## config.mk

```make
export PLATFORM = sky130hd
export DESIGN_NAME = potential_bank_rr
export DESIGN_NICKNAME = d
export VERILOG_FILES = /design/src/rtl/potential_bank_rr.sv
export SDC_FILE = /design/constraint.sdc
export NUM_CORES = 1
export LEC_CHECK = 0
export ABC_AREA = 1
export CORE_ASPECT_RATIO = 0.75
export CORE_MARGIN = 4
export CORE_UTILIZATION = 50
export DETAILED_ROUTE_END_ITERATION = 8
export DONT_BUFFER_PORTS = 1
export HOLD_SLACK_MARGIN = 0.06
export MAX_ROUTING_LAYER = met4
export PLACE_DENSITY_LB_ADDON = 0.25
export SYNTH_ARGS = -nofsm -noshare
export SYNTH_HDL_FRONTEND = slang
export SYNTH_SLANG_ARGS = --single-unit
```

## constraint.sdc

```tcl
create_clock -name clk -period 6.21 [get_ports clk]
set_input_delay 0 -clock clk [delete_from_list [all_inputs] [get_ports clk]]
set_output_delay 0 -clock clk [all_outputs]
set_load 0.02 [all_outputs]
```

## src/rtl/potential_bank_rr.sv

```systemverilog
// Shared membrane-potential store: round-robin read/write arbitration, registered
// read with write bypass, per-entry freshness flags and an init sweep FSM.

module potential_bank_rr_arb #(
  parameter int N  = 6,
  parameter int CW = 3
) (
  input  logic          clk,
  input  logic          rst,
  input  logic          en,
  input  logic [N-1:0]  req,
  output logic [N-1:0]  gnt,
  output logic [CW-1:0] idx,
  output logic          any
);
  logic [CW-1:0] ptr_q, ptr_d;

  // Search upward from the pointer with wrap; first asserted request wins.
  always_comb begin
    int            c;
    logic [CW-1:0] c_idx;
    c     = 0;
    c_idx = '0;
    gnt   = '0;
    idx   = '0;
    any   = 1'b0;
    for (int i = 0; i < N; i++) begin
      c = int'(ptr_q) + i;
      if (c >= N) c = c - N;
      c_idx = CW'(c);
      if (en && !any && req[c_idx]) begin
        any        = 1'b1;
        idx        = c_idx;
        gnt[c_idx] = 1'b1;
      end
    end
  end

  always_comb begin
    ptr_d = ptr_q;
    if (any) ptr_d = (int'(idx) == N - 1) ? '0 : idx + 1'b1;
  end

  always_ff @(posedge clk or negedge rst) begin
    if (!rst) ptr_q <= '0;
    else      ptr_q <= ptr_d;
  end
endmodule

module potential_bank_rr #(
  parameter int               WIDTH    = 32,
  parameter int               DEPTH    = 16,
  parameter int               NUM_CH   = 6,
  parameter logic [WIDTH-1:0] INIT_VAL = '0,
  parameter int               AW       = $clog2(DEPTH),
  parameter int               CW       = $clog2(NUM_CH)
) (
  input  logic                    clk,
  input  logic                    rst,
  input  logic                    clear,
  input  logic [NUM_CH-1:0]       rd_req,
  input  logic [NUM_CH*AW-1:0]    rd_addr,
  input  logic [NUM_CH-1:0]       wr_req,
  input  logic [NUM_CH*AW-1:0]    wr_addr,
  input  logic [NUM_CH*WIDTH-1:0] wr_data,
  output logic [NUM_CH-1:0]       rd_gnt,
  output logic [NUM_CH-1:0]       wr_gnt,
  output logic                    rd_valid,
  output logic [CW-1:0]           rd_ch,
  output logic [WIDTH-1:0]        rd_data,
  output logic                    rd_fresh,
  output logic                    busy
);
  typedef enum logic {S_SWEEP, S_IDLE} state_e;

  state_e           state_q, state_d;
  logic [AW-1:0]    sweep_addr_q, sweep_addr_d;
  logic             busy_q;
  logic [DEPTH-1:0] flag_q, flag_d;
  logic [WIDTH-1:0] mem_q [DEPTH];

  logic             mem_we;
  logic [AW-1:0]    mem_waddr;
  logic [WIDTH-1:0] mem_wdata;

  logic             rd_valid_q;
  logic [CW-1:0]    rd_ch_q;
  logic [WIDTH-1:0] rd_data_q, rd_data_d;
  logic             rd_fresh_q, rd_fresh_d;

  logic [AW-1:0]    rd_addr_a [NUM_CH];
  logic [AW-1:0]    wr_addr_a [NUM_CH];
  logic [WIDTH-1:0] wr_data_a [NUM_CH];

  logic             arb_en;
  logic             rd_any, wr_any;
  logic [CW-1:0]    rd_idx, wr_idx;
  logic [AW-1:0]    rd_a, wr_a;
  logic [WIDTH-1:0] wr_d;
  logic             rd_ok, wr_ok;
  logic             wr_commit, rd_commit;

  genvar gi;
  generate
    for (gi = 0; gi < NUM_CH; gi++) begin : g_unpack
      assign rd_addr_a[gi] = rd_addr[gi*AW +: AW];
      assign wr_addr_a[gi] = wr_addr[gi*AW +: AW];
      assign wr_data_a[gi] = wr_data[gi*WIDTH +: WIDTH];
    end
  endgenerate

  assign arb_en = (state_q == S_IDLE) && !busy_q && !clear;

  potential_bank_rr_arb #(.N(NUM_CH), .CW(CW)) u_rd_arb (
    .clk(clk), .rst(rst), .en(arb_en), .req(rd_req),
    .gnt(rd_gnt), .idx(rd_idx), .any(rd_any)
  );

  potential_bank_rr_arb #(.N(NUM_CH), .CW(CW)) u_wr_arb (
    .clk(clk), .rst(rst), .en(arb_en), .req(wr_req),
    .gnt(wr_gnt), .idx(wr_idx), .any(wr_any)
  );

  assign rd_a = rd_addr_a[rd_idx];
  assign wr_a = wr_addr_a[wr_idx];
  assign wr_d = wr_data_a[wr_idx];

  // Out-of-range addresses only exist when DEPTH is not a power of two.
  generate
    if (DEPTH == (1 << AW)) begin : g_pow2
      assign rd_ok = 1'b1;
      assign wr_ok = 1'b1;
    end else begin : g_npow2
      assign rd_ok = ({1'b0, rd_a} < (AW+1)'(DEPTH));
      assign wr_ok = ({1'b0, wr_a} < (AW+1)'(DEPTH));
    end
  endgenerate

  assign wr_commit = wr_any && wr_ok;
  assign rd_commit = rd_any && rd_ok;

  always_comb begin
    state_d      = state_q;
    sweep_addr_d = sweep_addr_q;
    mem_we       = 1'b0;
    mem_waddr    = '0;
    mem_wdata    = '0;
    case (state_q)
      S_SWEEP: begin
        if (clear) begin
          sweep_addr_d = '0;
        end else begin
          mem_we    = 1'b1;
          mem_waddr = sweep_addr_q;
          mem_wdata = INIT_VAL;
          if (sweep_addr_q == AW'(DEPTH - 1)) begin
            state_d      = S_IDLE;
            sweep_addr_d = '0;
          end else begin
            sweep_addr_d = sweep_addr_q + 1'b1;
          end
        end
      end
      S_IDLE: begin
        if (clear) begin
          state_d      = S_SWEEP;
          sweep_addr_d = '0;
        end else if (wr_commit) begin
          mem_we    = 1'b1;
          mem_waddr = wr_a;
          mem_wdata = wr_d;
        end
      end
      default: state_d = S_SWEEP;
    endcase
  end

  // Read clear is applied before write set so a same-address write wins.
  always_comb begin
    flag_d = flag_q;
    if (state_q == S_SWEEP && !clear) flag_d[sweep_addr_q] = 1'b1;
    if (rd_commit)                    flag_d[rd_a]         = 1'b0;
    if (wr_commit)                    flag_d[wr_a]         = 1'b1;
  end

  always_comb begin
    rd_data_d  = '0;
    rd_fresh_d = 1'b0;
    if (rd_ok) begin
      if (wr_commit && (wr_a == rd_a)) begin
        rd_data_d  = wr_d;
        rd_fresh_d = 1'b1;
      end else begin
        rd_data_d  = mem_q[rd_a];
        rd_fresh_d = flag_q[rd_a];
      end
    end
  end

  always_ff @(posedge clk) begin
    if (mem_we) mem_q[mem_waddr] <= mem_wdata;
  end

  always_ff @(posedge clk or negedge rst) begin
    if (!rst) begin
      state_q      <= S_SWEEP;
      sweep_addr_q <= '0;
      busy_q       <= 1'b1;
      flag_q       <= '1;
    end else begin
      state_q      <= state_d;
      sweep_addr_q <= sweep_addr_d;
      busy_q       <= (state_d == S_SWEEP);
      flag_q       <= flag_d;
    end
  end

  always_ff @(posedge clk or negedge rst) begin
    if (!rst) begin
      rd_valid_q <= 1'b0;
      rd_ch_q    <= '0;
      rd_data_q  <= '0;
      rd_fresh_q <= 1'b0;
    end else if (rd_any) begin
      rd_valid_q <= 1'b1;
      rd_ch_q    <= rd_idx;
      rd_data_q  <= rd_data_d;
      rd_fresh_q <= rd_fresh_d;
    end else begin
      rd_valid_q <= 1'b0;
    end
  end

  assign rd_valid = rd_valid_q;
  assign rd_ch    = rd_ch_q;
  assign rd_data  = rd_data_q;
  assign rd_fresh = rd_fresh_q;
  assign busy     = busy_q;
endmodule

```

Yosys cells after proc, flatten, opt, wreduce, memory -nomap -nowiden. Memory sizes are Yosys's and may differ from the RTL's. A register that Yosys moved wholly into a read port is not among the register bits. Cells that the tools add are included.

Register bits after elaboration: 33. Bits in latches: 0. Memory bits (writable): 512. Bits in read-only memories: 0. Bits of input ports: 255. Output and inout bits: 50. Logic and storage cells: 294. Memories kept: 1.

Memories: mem_q (words 16, width 32, read ports 1, clocked after memory_dff 1, write ports 1, RTL line 80) `logic [WIDTH-1:0] mem_q [DEPTH];`.

Add/sub/neg operators: 25. $mul: 0. Div/mod/pow operators: 0. Order comparisons: 44. Equal/unequal tests: 4. Shift operators: 0. Multiplexer cells: 139. Bitwise gates (word level): 18. Reductions and logical operators: 54.

Operator list (count): 32-bit 2-to-1 mux (4); 32-bit binary-select mux with 3-bit select (1); 3-bit 2-to-1 mux (26); 6-bit 2-to-1 mux (12); 32-bit one-hot mux with 2 select lines (1); 6-bit OR (10); 1-bit 2-to-1 mux (49); 3-bit by 4-bit < comparator with 1-bit output, second input constant (12); 16-bit 2-to-1 mux (3); 1-bit logical AND (41); 4-bit by 3-bit >= comparator with 1-bit output, second input constant (10); 1-bit binary-select mux with 3-bit select (12); 1-bit demux with 3-bit select (12); 3-bit by 1-bit >= comparator with 1-bit output, second input constant (12); 4-bit 2-to-1 mux (9); 16-bit OR (2); 3-bit by 2-bit subtractor with 3-bit output, second input constant (10); 4-bit binary-select mux with 3-bit select (2); 3-bit by 2-bit adder with 4-bit output, second input constant (4); 3-bit by 3-bit adder with 4-bit output, second input constant (4); 16-bit AND (1); 16-bit inverter (1); 4-bit one-hot mux with 2 select lines (2); 4-bit by 5-bit < comparator with 1-bit output, second input constant (3); 16 further kinds (41).

Longest topological paths before layout.
Depth in word-level cells: 39. Depth in mapped cells: 40. Mapped depth without buffers: 36.

Modules after synthesis. Synthesis repeated with hierarchy kept, for this count alone.

Cell total of the unflattened synthesis: 3428. Area total of the unflattened synthesis: 29779.8 µm².

Modules (own cells, without submodules): potential_bank_rr (times used 1, cells each 2899, area an instance 26810.7 µm², sequential area each 16872.4 µm²); potential_bank_rr_arb (u_wr_arb) (times used 1, cells each 282, area an instance 1520.2 µm², sequential area each 75.1 µm²); potential_bank_rr_arb (u_rd_arb) (times used 1, cells each 247, area an instance 1448.9 µm², sequential area each 75.1 µm²).

Least setup slack after synthesis. OpenSTA, ideal clock, no wires.

Kind: register -> register. Start point: register u_wr_arb.ptr_q[0]. End point: memory mem_q[0][0] (enable). Setup time: 0.461 ns. Data arrival time: 5.831 ns. Required time: 5.749 ns. Setup slack: -0.082 ns. Stages on the path, launching flop included: 23. Buffers on the path: 3. Cells stage by stage: dfrtp_1 > buf_2 > buf_2 > clkinv_1 > ha_1 > clkbuf_1 > inv_1 > o21ai_0 > a21o_1 > o211ai_1 > nor2_1 > nand3_4 > nor2_2 > nand2_1 > nand3_1 > a21oi_1 > nand2_1 > nand2_2 > nand2_1 > nand2_2 > inv_1 > nand2_1 > nor3_1.

Word-level cells in the longest chain between the ends: 33.

RTL lines: from (decl) (RTL line 16) `logic [CW-1:0] ptr_q, ptr_d;`; from (signal assigned) (RTL line 46) `else ptr_q <= ptr_d;`; parallel branches: the longest is 33 deep, another holds 3-bit by 1-bit adder with 4-bit output; to (decl) (RTL line 80).

Several ways; the timed one is not identified. The select of a mux whose other input is x is not followed.

Worst setup path after layout.
Start point: register u_wr_arb.ptr_q[1]. End point: register flag_q[13].

Word-level cells in the longest chain between the ends: 36.

RTL lines: parallel branches: the longest is 35 deep, another holds 3-bit by 1-bit adder with 4-bit output; 16-bit 2-to-1 mux (*) (RTL line 183) `if (wr_commit) flag_d[wr_a] = 1'b1;`; net flag_d[13] (RTL line 79) `logic [DEPTH-1:0] flag_q, flag_d;`; to (signal assigned) (RTL line 214) `flag_q <= flag_d;`; to (decl) (RTL line 79).

Mark *: on every way through the listed nets, which the timed path passes. The select of a mux whose other input is x is not followed. A chain may end at the register's enable or synchronous reset.

==> impl_results.rst <==
.. list-table::
   :header-rows: 1

   * - Metric
     - Value
   * - Port Buf Inserts
     - 0
   * - Length in cells of the worst reg-to-reg path
     - 30
   * - Setup TNS
     - 0 ps
   * - GR Overflow Total
     - 0
   * - Number of rows in the core area
     - 77
   * - Yosys cell types
     - 60
   * - Synth top area share
     - approximately 52%
   * - Number of warnings issued by yosys
     - 0
   * - Pin count of the biggest net entering global routing
     - 91
   * - Max_cap viols
     - 0
   * - Most frequent cell after synthesis
     - sky130_fd_sc_hd__nand2_1
   * - Max FO, Critical Path
     - 19
   * - Die Span X
     - between 200 and 300 µm
   * - CP arrival
     - 6390 ps
   * - Total track usage
     - between 20% and 30%
   * - Number of register bits inferred by synthesis
     - 577
   * - Critical path's largest stage delay
     - about 620 ps
   * - CTS tree
     - done
   * - Number of nets in the synthesized netlist
     - 3716
   * - CTS sink cnt
     - 577
   * - Initial Utilization
     - 50.5%
   * - Static Leakage
     - 14.6 nW
   * - Iteration count of the initial detailed-routing pass
     - 5
   * - Final count of pins violating max slew
     - 0
   * - Category of the worst setup path capture point
     - register
   * - Cell Pwr Density
     - 264 nW/µm²
   * - FMAX
     - 0.171 GHz
   * - Clock tree buffer depth
     - 3
   * - Portion of the clock cycle consumed by the worst path in the final layout
     - between 90% and 100%
   * - Die Ht
     - 219 µm
   * - Hold depth
     - 6
   * - Ys flop type
     - sky130_fd_sc_hd__edfxtp_1
   * - Synthesized area
     - 29800 µm²
   * - Post-detail-place hpwl
     - about 60000 µm
   * - Number of vias in the routed layout
     - around 24000
   * - Via count of the first global-routing pass
     - ~22000
   * - Post-synth top area cell
     - sky130_fd_sc_hd__edfxtp_1
   * - Drt initial violations
     - between 2000 and 3000
   * - Outcome
     - finished clean
   * - Total DRC errors in the routed layout
     - 0
   * - Fraction of final layout cells sized beyond drive strength 1
     - under 10%
   * - Dominant cell type by count on the critical path
     - sky130_fd_sc_hd__nand2_1
   * - Area Growth Syn to Fin
     - 11.7%
   * - Number of synthesized flops with an enable pin
     - 512
   * - PnR Total Power
     - 8.78 mW
   * - Number of clock buffers inserted by TritonCTS
     - 54
   * - Max-slew headroom
     - 34.6%
   * - Setup slack after layout
     - around 350 ps
   * - Dominant cells by area after synthesis
     - sky130_fd_sc_hd__edfxtp_1 52%, sky130_fd_sc_hd__nand2_1 22%, sky130_fd_sc_hd__nand3_1 5.1%
   * - Total I/O pin count
     - 305
   * - Portion of the post-synthesis area used by sequential elements
     - 57.2%
   * - Ys async rst share
     - 11.3%
   * - Mean post-synth cell area
     - 8.65 µm²
   * - Remaining number of nets flagged by the antenna check after routing
     - 0
   * - Slew at the pin with the worst max-slew slack
     - 981 ps
   * - Path type of the worst setup path
     - register to register
   * - Most frequent cells after synthesis
     - 1710 x sky130_fd_sc_hd__nand2_1, 512 x sky130_fd_sc_hd__edfxtp_1, 301 x sky130_fd_sc_hd__nand3_1
   * - Post-Route Skew
     - approximately 16 ps
   * - Final Hold Vio Count
     - 0
   * - Post-placement setup slack
     - between 600 and 700 ps
   * - Final nets
     - between 3000 and 4000
   * - Final hold slack
     - 72.7 ps
   * - Critical path's slowest cell
     - sky130_fd_sc_hd__dlygate4sd3_1
   * - Worst IR Drop VDD
     - 0.215 mV
   * - Worst skew pair latency
     - 590 ps
   * - Per-cell via count in the routed design
     - approximately 5.7
   * - Antenna violations before repair
     - 3
   * - Number of standard cells after synthesis
     - 3441
   * - Clock slew at reported path FFs
     - 70 ps
   * - Clock H-tree levels
     - 2
   * - Setup violators final
     - 0
   * - Post-Route WL
     - 93500 µm
   * - Wire length of the first global-routing pass
     - 138000 µm
   * - Core area
     - 59000 µm²
   * - Average wire length per cell after detail routing
     - 21.9 µm
   * - Weighted congestion reported at the end of routability-driven placement
     - approximately 1.2
   * - Worst hold path class
     - primary input to register
   * - Req. time, crit path
     - 6740 ps
   * - Final critical path time including I/O delays and setup
     - 5860 ps
   * - Buffer cell driving the clock tree root
     - sky130_fd_sc_hd__clkbuf_16
   * - Kind of launch point of the worst setup path
     - register
   * - Setup repair after global routing missed its margin
     - false
   * - Total die area
     - 63500 µm²
[path summary, 6_finish.rpt]
| check | from | end | slack, ps |
|---|---|---|---|
| max | u_wr_arb.ptr_q[1] | flag_q[13] | 350 |
| min | wr_data[114] | rd_data[18] | 70 |
| max reg2reg | u_wr_arb.ptr_q[1] | flag_q[13] | 350 |
| min reg2reg | flag_q[15] | flag_q[15] | 560 |
| max in group asynchronous | rst | u_wr_arb.ptr_q[2] | 5710 |
| min in group asynchronous | rst | flag_q[4] | 140 |
[what timing repair did]
item / 4_1_cts / 5_1_grt
endpoints found under the hold margin: 102 / 0
setup buffers: 0 / 2
resized for setup: 0 / 15
endpoints found under the setup margin: 0 / 110
hold buffers: 53 / 0
[layer usage]
metal  GRT usage, %  vias to the layer above  wire (µm)
li1               -                    11341          -
met3           6.40                      155       8810
met5              -                        -          0
met2           43.8                     1061      41700
met4           7.32                        0       2650
met1           41.8                    11613      40400
[area by class of cell]
cell class | count | area, µm²
Sequential cell | 577 | 17000
Timing Repair Buffer | 122 | 1250
Tap cell | 790 | 988
Antenna cell | 2 | 5.00
Inverter | 183 | 696
Clock buffer | 78 | 1630
Clock inverter | 24 | 329
Multi-Input combinational cell | 2501 | 11300
Fill cell | 5265 | 25700
[critical path: cells and delay by family (launching register included)]
family | cells | cell delay, ps
buf+inv | 8 | 2850
fa+ha+maj | 1 | 330
flops | 1 | 420
xor+xnor | 1 | 280
simple gates | 19 | 1650
compound gates | 1 | 270
[registers in the layout (all words and copies together) (netlist names)]
name            cells
rd_fresh            1
rd_valid            1
sweep_addr_q        4
flag_q             16
busy                1
mem_q             512
u_wr_arb.ptr_q      3
rd_data            32
state_q             1
rd_ch               3
u_rd_arb.ptr_q      3
[placed cells by master, fill, tap and decap left out, types with 4 or more instances in the layout]
cell type / n
sky130_fd_sc_hd__clkinv_1: 8
sky130_fd_sc_hd__or2_2: 21
sky130_fd_sc_hd__buf_4: 56
sky130_fd_sc_hd__nand4_1: 44
sky130_fd_sc_hd__ha_1: 17
sky130_fd_sc_hd__clkinv_2: 8
sky130_fd_sc_hd__o21ai_0: 44
sky130_fd_sc_hd__o22ai_1: 12
sky130_fd_sc_hd__clkbuf_16: 57
sky130_fd_sc_hd__o21ai_1: 17
sky130_fd_sc_hd__edfxtp_1: 512
sky130_fd_sc_hd__clkbuf_8: 12
sky130_fd_sc_hd__dfstp_2: 17
sky130_fd_sc_hd__nand2_2: 20
sky130_fd_sc_hd__inv_1: 136
sky130_fd_sc_hd__nand3b_1: 4
sky130_fd_sc_hd__nand2_1: 1707
sky130_fd_sc_hd__nand3_1: 300
sky130_fd_sc_hd__a21oi_1: 26
sky130_fd_sc_hd__nand3_2: 5
sky130_fd_sc_hd__nor2_1: 121
sky130_fd_sc_hd__o221ai_1: 34
sky130_fd_sc_hd__nand2_4: 8
sky130_fd_sc_hd__nor2_2: 6
sky130_fd_sc_hd__nor3_1: 8
sky130_fd_sc_hd__clkbuf_1: 9
sky130_fd_sc_hd__buf_12: 13
sky130_fd_sc_hd__nand3_4: 7
sky130_fd_sc_hd__nor2_4: 24
sky130_fd_sc_hd__o21ai_4: 4
sky130_fd_sc_hd__inv_2: 40
sky130_fd_sc_hd__o211ai_1: 22
sky130_fd_sc_hd__dlygate4sd3_1: 51
sky130_fd_sc_hd__bufinv_16: 8
sky130_fd_sc_hd__dfrtp_1: 46
[report_power, final]
part	internal [mW]	switching (mW)	total (mW)	leakage [nW]
logic	0.255	0.571	0.826	8.22
registers	4.26	0.0843	4.34	5.42
clock network	2.15	1.46	3.61	0.963
[metrics by stage]
stage	utilization [%]	cell area (µm²)	cells
2_1_floorplan	-	29800	3441
4_1_cts	56.2	33200	4273
5_1_grt	56.4	33200	4276
6_report	56.4	33200	4277
3_5_place_dp	52.0	30600	4118
3_3_place_gp	52.0	30600	4118
[kinds of logic after synthesis]
kind of cell	count (synthesis)	synth area share (%)
AO/OA/AOI/OAI	190	4.31
XOR/XNOR	7	0.257
flip-flops	577	57.2
adder cells (fa/ha/maj)	20	0.841
AND/OR/NAND/NOR	2284	31.8
buffers and inverters	363	5.60
(Power assumes the default switching activity.)
